===== config.mk =====
export PLATFORM = sky130hd
export DESIGN_NAME = mem_stage
export DESIGN_NICKNAME = d
export VERILOG_FILES = /design/src/rtl/mem_stage.sv
export SDC_FILE = /design/constraint.sdc
export NUM_CORES = 1
export LEC_CHECK = 0
export ABC_CLOCK_PERIOD_IN_PS = 4120
export CAP_MARGIN = 20
export CORE_AREA = 3 3 167 169
export DETAILED_ROUTE_END_ITERATION = 12
export DIE_AREA = 0 0 170 172
export GPL_TIMING_DRIVEN = 0
export HOLD_SLACK_MARGIN = 0.03
export PLACE_DENSITY = 0.73
export SETUP_SLACK_MARGIN = 0.3
export SLEW_MARGIN = 0
export SYNTH_ARGS = -nofsm -noshare
export SYNTH_HDL_FRONTEND = slang
export SYNTH_SLANG_ARGS = --single-unit

===== constraint.sdc =====
create_clock -name clk -period 4.12 [get_ports clk]
set_input_delay 0.412 -clock clk [delete_from_list [all_inputs] [get_ports clk]]
set_output_delay 0.412 -clock clk [all_outputs]
set_load 0.005 [all_outputs]

===== src/rtl/mem_stage.sv =====
// Memory stage of the five-stage pipeline: holds one instruction, waits for its
// data response, aligns load data and hands the result to write-back.
//
// state   | meaning
// IDLE    | no request outstanding
// WAIT    | request outstanding for the instruction held here
// DONE    | response arrived while WB stalled; data held in rdata_buf
// DISCARD | request outstanding for a flushed instruction; drop its response
module mem_stage (
  input  logic         clk,
  input  logic         resetn,
  input  logic         es_to_ms_valid,
  input  logic [161:0] es_to_ms_bus,
  output logic         ms_allowin,
  input  logic         ws_allowin,
  output logic         ms_to_ws_valid,
  output logic [154:0] ms_to_ws_bus,
  input  logic         data_sram_data_ok,
  input  logic [31:0]  data_sram_rdata,
  input  logic         ws_handle_ex,
  output logic [3:0]   ms_fwd_we,
  output logic [4:0]   ms_fwd_dest,
  output logic [31:0]  ms_fwd_data,
  output logic         ms_fwd_stall,
  output logic         ms_ex_flush,
  output logic         ms_data_pending
);

  typedef enum logic [1:0] {
    S_IDLE    = 2'd0,
    S_WAIT    = 2'd1,
    S_DONE    = 2'd2,
    S_DISCARD = 2'd3
  } state_t;

  state_t         state;
  logic           ms_valid;
  logic [161:0]   ms_bus;
  logic [31:0]    rdata_buf;

  logic           ms_ex;
  logic [4:0]     ms_exccode;
  logic           ms_bd;
  logic [31:0]    ms_badvaddr;
  logic           ms_eret;
  logic           ms_mtc0;
  logic [7:0]     ms_cp0_addr;
  logic [31:0]    ms_cp0_wdata;
  logic           ms_res_from_cp0;
  logic           ms_res_from_mem;
  logic [2:0]     ms_ld_type;
  logic [1:0]     ms_addr_low;
  logic           ms_mem_req;
  logic [3:0]     ms_rf_we;
  logic [4:0]     ms_dest;
  logic [31:0]    ms_alu_result;
  logic [31:0]    ms_pc;

  logic           es_mem_req;
  logic           ms_ready_go;
  logic           es_accept;
  logic           ms_handoff;
  logic [31:0]    load_src;
  logic [7:0]     load_byte;
  logic [15:0]    load_half;
  logic [31:0]    load_data;
  logic [31:0]    final_result;
  logic [3:0]     out_rf_we;

  assign {ms_ex, ms_exccode, ms_bd, ms_badvaddr, ms_eret, ms_mtc0, ms_cp0_addr,
          ms_cp0_wdata, ms_res_from_cp0, ms_res_from_mem, ms_ld_type, ms_addr_low,
          ms_mem_req, ms_rf_we, ms_dest, ms_alu_result, ms_pc} = ms_bus;

  assign es_mem_req = es_to_ms_bus[73];

  assign ms_ready_go = !ms_mem_req || ms_ex || (state == S_DONE) ||
                       ((state == S_WAIT) && data_sram_data_ok);
  assign ms_allowin     = !ms_valid || (ms_ready_go && ws_allowin);
  assign ms_to_ws_valid = ms_valid && ms_ready_go && !ws_handle_ex;
  assign es_accept      = es_to_ms_valid && ms_allowin && !ws_handle_ex;
  assign ms_handoff     = ms_to_ws_valid && ws_allowin;

  always_ff @(posedge clk) begin
    if (!resetn) begin
      ms_valid <= 1'b0;
      ms_bus   <= '0;
    end else begin
      if (ws_handle_ex) begin
        ms_valid <= 1'b0;
      end else if (ms_allowin) begin
        ms_valid <= es_to_ms_valid;
      end
      if (es_accept) begin
        ms_bus <= es_to_ms_bus;
      end
    end
  end

  // A flushed instruction whose request was already issued still owes us a
  // response, so flush-with-accept goes to DISCARD rather than IDLE.
  always_ff @(posedge clk) begin
    if (!resetn) begin
      state     <= S_IDLE;
      rdata_buf <= '0;
    end else if (ws_handle_ex) begin
      if (es_to_ms_valid && ms_allowin && es_mem_req) begin
        state <= S_DISCARD;
      end else begin
        case (state)
          S_WAIT:    state <= data_sram_data_ok ? S_IDLE : S_DISCARD;
          S_DISCARD: state <= data_sram_data_ok ? S_IDLE : S_DISCARD;
          default:   state <= S_IDLE;
        endcase
      end
    end else if (es_accept && es_mem_req) begin
      state <= S_WAIT;
    end else begin
      case (state)
        S_WAIT: begin
          if (data_sram_data_ok) begin
            if (ms_handoff) begin
              state <= S_IDLE;
            end else begin
              state     <= S_DONE;
              rdata_buf <= data_sram_rdata;
            end
          end
        end
        S_DONE: begin
          if (ms_handoff) begin
            state <= S_IDLE;
          end
        end
        S_DISCARD: begin
          if (data_sram_data_ok) begin
            state <= S_IDLE;
          end
        end
        default: state <= S_IDLE;
      endcase
    end
  end

  assign load_src = (state == S_DONE) ? rdata_buf : data_sram_rdata;

  always_comb begin
    load_byte = load_src[7:0];
    case (ms_addr_low)
      2'd0: load_byte = load_src[7:0];
      2'd1: load_byte = load_src[15:8];
      2'd2: load_byte = load_src[23:16];
      2'd3: load_byte = load_src[31:24];
      default: load_byte = load_src[7:0];
    endcase
  end

  assign load_half = ms_addr_low[1] ? load_src[31:16] : load_src[15:0];

  always_comb begin
    load_data = load_src;
    case (ms_ld_type)
      3'd1:    load_data = {{24{load_byte[7]}}, load_byte};
      3'd2:    load_data = {24'd0, load_byte};
      3'd3:    load_data = {{16{load_half[15]}}, load_half};
      3'd4:    load_data = {16'd0, load_half};
      default: load_data = load_src;
    endcase
  end

  assign final_result = ms_res_from_mem ? load_data : ms_alu_result;
  assign out_rf_we    = ms_ex ? 4'd0 : ms_rf_we;

  assign ms_to_ws_bus = {ms_ex, ms_exccode, ms_bd, ms_badvaddr, ms_eret, ms_mtc0,
                         ms_cp0_addr, ms_cp0_wdata, ms_res_from_cp0, out_rf_we,
                         ms_dest, final_result, ms_pc};

  assign ms_fwd_we       = ms_valid ? out_rf_we : 4'd0;
  assign ms_fwd_dest     = ms_dest;
  assign ms_fwd_data     = final_result;
  assign ms_fwd_stall    = ms_valid && ms_res_from_mem && !ms_ready_go;
  assign ms_ex_flush     = ms_valid && (ms_ex || ms_eret);
  assign ms_data_pending = (state == S_WAIT) || (state == S_DISCARD);

endmodule

======== Word-level counts from Yosys, hierarchy flattened ========
Index checks and enable logic that the tools add are counted.
Widths: inputs -> output; s select.
word-level totals
  bits in registers ....................... 197
  input bits .............................. 200
  output and inout bits ................... 201
  logic and storage cells ................. 65
cells by class
  equality and inequality tests ........... 13
  multiplexer cells ....................... 17
  bitwise gates (word level) .............. 4
  reduce and logical (&&, ||, !) cells .... 27
operator list
  kind                count
  $pmux 32 s4         1
  $mux 32             2
  $pmux 8 s4          1
  $mux 2              9
  $mux 16             1
  $logic_and 1x1->1   12
  $eq 2x2->1 const B  4
  $mux 4              2
  $ne 4x3->1 const B  2
  $eq 3x2->1 const B  2
  $logic_or 1x1->1    6
  $pmux 2 s3          1
  $reduce_and 5->1    1
  $eq 2x1->1 const B  2
  $logic_not 1->1     4
  $ne 4x4->1 const B  1
  $not 1->1           4
  $reduce_or 2->1     2
  $eq 3x1->1 const B  1
  $eq 3x3->1 const B  1
  $reduce_and 3->1    1
  $logic_not 2->1     1

======== Logic depth before layout (Yosys ltp) ========
  depth after elaboration ................. 12
  gate-level depth with buffers ........... 8
  gate-level depth less buffers ........... 4

======== Worst setup path after synthesis ========
Ideal clock, no wire load.
  kind .................................... reg-to-output
  start point ............................. register state[0]
  end point ............................... output port ms_to_ws_bus[53]
  data arrival time ....................... 1.896 ns
  required time ........................... 3.708 ns
  setup slack ............................. 1.812 ns
  stages on the path, launching flop included .. 8
  path buffers ............................ 3
  path through ............................ dfxtp_1 nand2b_4 buf_6 mux4_2 a22oi_4 buf_6 a31oi_1 buf_4
between the ends
  longest elaborated chain between the ends .. 5
  elaborated cells between the ends (all ways) .. 6
  classes of those cells .................. 1 x eq/ne; 5 x mux
ends and longest elaborated chain
  what                                   line      source
  start, declared                        36        state_t state;
  start signal, assigned                 110       S_WAIT: state <= data_sram_data_ok ? S_IDLE : S_DISCARD;
  start signal, assigned                 111       S_DISCARD: state <= data_sram_data_ok ? S_IDLE : S_DISCARD;
  $eq 2x2->1 (*)                         144       assign load_src = (state == S_DONE) ? rdata_buf : data_sram_rdata;
  $mux 32 (*)                            144
  $pmux 8 s4 or $mux 16 (tied branches)  148, 157
  $pmux 32 s4 (*)                        161       case (ms_ld_type)
  $mux 32 (*)                            170       assign final_result = ms_res_from_mem ? load_data : ms_alu_result;
  end, declared                          17        output logic [154:0] ms_to_ws_bus,
Mark *: on every way between the ends. The rest lies on a longest branch, timed or not.

======== Final worst setup path ========
  start point ............................. register ms_bus[77]
  end point ............................... output port ms_to_ws_bus[41]
between the ends
  longest elaborated chain between the ends .. 3
  elaborated cells between the ends (all ways) .. 6
  classes of those cells .................. 4 x eq/ne; 2 x mux
ends and longest elaborated chain
  what                                      line  source
  start, declared                           38    logic [161:0] ms_bus;
  start signal, assigned                    94    ms_bus <= es_to_ms_bus;
  $eq 3x3->1, or another cell as far along  161
  $pmux 32 s4 (*)                           161
  $mux 32 (*)                               170
Marks and branches as above.

==> impl_metrics.toml <==
[synth]
synth_seq_area_share_pct = 37.5
synth_area_per_cell_um2 = 8.27
syn_area_um2 = 10500
ys.warnings.count = 0
synth_ff_type = "dfxtp_1"
syn_inst = 1270
synth_edf_count = 0
synth.area.mux_share_pct = 19.0
async_reset_ff_share_pct = 0
ys_types = 49
synth_nets = 1470
synth_xor_area_share_pct = 0.167
synth-compound-area-share_pct = 7.79
yosys.area_share.simple_pct = 19.5
synth-seq-cells = 197
synth-adder-area-share_pct = 0
synth_top_family_by_area = "simple AND/OR/NAND/NOR gates"

[run_status]
status = "finished, final reports clean"

[floorplan]
placementRows = 60
pin_count = 401
die_w_um = 170
die_h_um = 172
dieArea_um2 = 29200
core_um2 = 26700
floorplan.initialDensity_pct = 39.3

[routing]
dr.pass1.iters = 5
vias = 9992
route.final.wire_length_mm = 37.5
wl_per_cell_um = 18.3
viasPerCell = 4.89
drt_iter0_drc = 645
antenna_left = 0
remaining_drc_errors = 0

[layout]
syn_to_final_growth_pct = 47.8
final_cell_count_no_fill = 2043
fin_nets = 1888
layout_common_cells = "clkdlybuf4s50_1, nand2_1, dfxtp_1"
final_common_cell = "clkdlybuf4s50_1"
fin_util_pct = 58.1
drive_above_1_share_pct = 15.3

[critical_path]
end_kind = "primary output"
cp_cell_sequence = "buf_2 -> or2_2 -> a21boi_0 -> buf_4 -> o211ai_1 -> a31oi_1 -> buf_4 -> clkdlybuf4s50_1"
cp.depth = 8
timing.critical_path.mode_cell = "buf_4"
crit_family = "buffers and inverters"
worstPathRequired_ns = 3.71
critPathLaunchType = "register"
critPathBufInv = 4
crit_type = "reg2out"
cp_data_arrival_time_ns = 3.28
slowest_delay_ns = 0.59
cpMaxStageDelayCell = "a21boi_0"
path_max_fanout = 10
reg2reg_depth = 7

[clock_tree]
cts_tree = "yes"
cts_buffers = 17
clk_latency_ns = 0.44
cts_setup_buffers = 0
clk_pin_slew_ns = 0.08
cts_root_buf = "clkbuf_16"
clkSinkCount = 197
h-tree-depth = 4
holdBufCountCts = 0
cts_buffer_depth = 2

[global_routing]
grt_usage_pct = 24.5
use_met3_pct = 3.80
grt_pass1_vias = 9709
grt_pass1_wl_mm = 55.9
grt-ovfl-total = 0
top_usage_layer = "met2"
met1_usage_pct = 32.0
grtUsageMet2_pct = 41.7
grt_max_degree = 20
antenna_found_initial = 2

[job]
max-cap-violations = 0

[sta]
fin_crit_sh_pct = 89.7
clock_skew_ns = 0.0166
slew_headroom_pct = 50.2
rsz0062_at_grt = "false"
fin_tns_setup_ns = 0
fmax_mhz = 271
slew_viol_final = 0
fin_crit_ns = 3.70
hold_violations = 0
worstMarginPinSlew_ns = 0.747
finalSetupViolCount = 0

[pwr]
total_power_uw = 4870
p_per_area_nw_per_um2 = 314
max-vdd-ir-drop_uv = 223
p_leak_uw = 0.00623

[placement]
dp.cells = 2010
dpl.hpwl_mm = 29.6
io_buffers = 399
gp_congestion = 0.967

[hold_path]
min_path_cells = 2
hold_path.class = "reg2reg"
==> cell families (layout without fill, tap and decap cells) <==
logic type,Yosys count,in the layout
AO/OA/AOI/OAI,116,116
XOR/XNOR,2,2
flip-flops,197,197
other,0,2
buffers and inverters,253,683
multiplexers,194,194
AND/OR/NAND/NOR,508,508
==> Yosys cell counts (2+ instances only) <==
cell,number,share of area [%]
a21oi_1,5,0.24
a22oi_4,2,0.40
a31oi_1,31,1.8
a32oi_1,7,0.58
a41o_1,7,0.67
a41oi_1,2,0.17
and2_1,5,0.30
buf_2,12,0.57
buf_4,165,12
buf_6,11,1.2
clkbuf_1,59,2.1
dfxtp_1,197,38
inv_1,3,0.11
mux2_2,25,2.7
mux2i_1,167,16
mux4_2,2,0.43
nand2_1,389,14
nand2b_1,4,0.24
nand3_1,33,1.6
nand4_1,3,0.18
nor2_1,53,1.9
nor2b_1,11,0.65
nor3b_1,2,0.14
o211ai_1,14,1.0
o21a_1,2,0.14
o21ai_0,30,1.4
o21ai_1,4,0.19
o2bb2ai_1,2,0.17
or2_2,3,0.18
==> where the power goes <==
group	total, uW	switching (uW)	leakage [uW]	internal, uW
sequential	2050	55.7	0.00161	1990
clock	1670	845	0.000281	824
combinational	1150	485	0.00434	667
total	4870	1390	0.00623	3480
==> metrics by stage <==
stage	setup WS, ns	cell area [um2]	hold slack (ns)
floorplan	1.81	10500	0.433
global placement	0.826	14900	0.442
finish	0.423	15500	0.457
detailed placement	0.835	14900	0.447
global route	0.318	15500	0.478
CTS	0.358	15500	0.460
==> final timing paths <==
path / start / to / slack, ns
worst max-delay path: ms_bus[77] / ms_to_ws_bus[41] / 0.42
worst max register to register: ms_bus[161] / ms_bus[158] / 2.01
worst min register to register: ms_bus[128] / ms_bus[128] / 0.46
worst min-delay path: ms_bus[128] / ms_bus[128] / 0.46
==> routing by layer <==
layer / vias to the layer above / wire length [um]
met5: - / 0
met4: 0 / 966
li1: 4914 / -
met2: 339 / 18300
met3: 58 / 2000
met1: 4681 / 16200
==> cell type report <==
cell class	count	area (um2)
fillers	2468	11200
multi-input cells	820	4900
repair buffers	399	3990
flip-flops and latches	197	3940
plain buffers	249	1670
clock buffers	18	439
well taps	341	427
clock inverters	13	138
inverters	4	15.0
diodes	2	5.00
==> what timing repair did <==
item	in CTS	in global routing
endpoints found under the setup margin	0	18
resized for setup	0	6
hold endpoints to repair	0	0
==> state kept, by name, indices dropped and copies added, names as in the netlist <==
register	count
ms_bus	162
state	2
rdata_buf	32
ms_valid	1
==> tightest hold or removal path: stages (launching register included) <==
cell,delay (ns)
dfxtp_1,0.32
nand2_1,0.05
mux2i_1,0.05
Power figures use the tool's default switching activity.
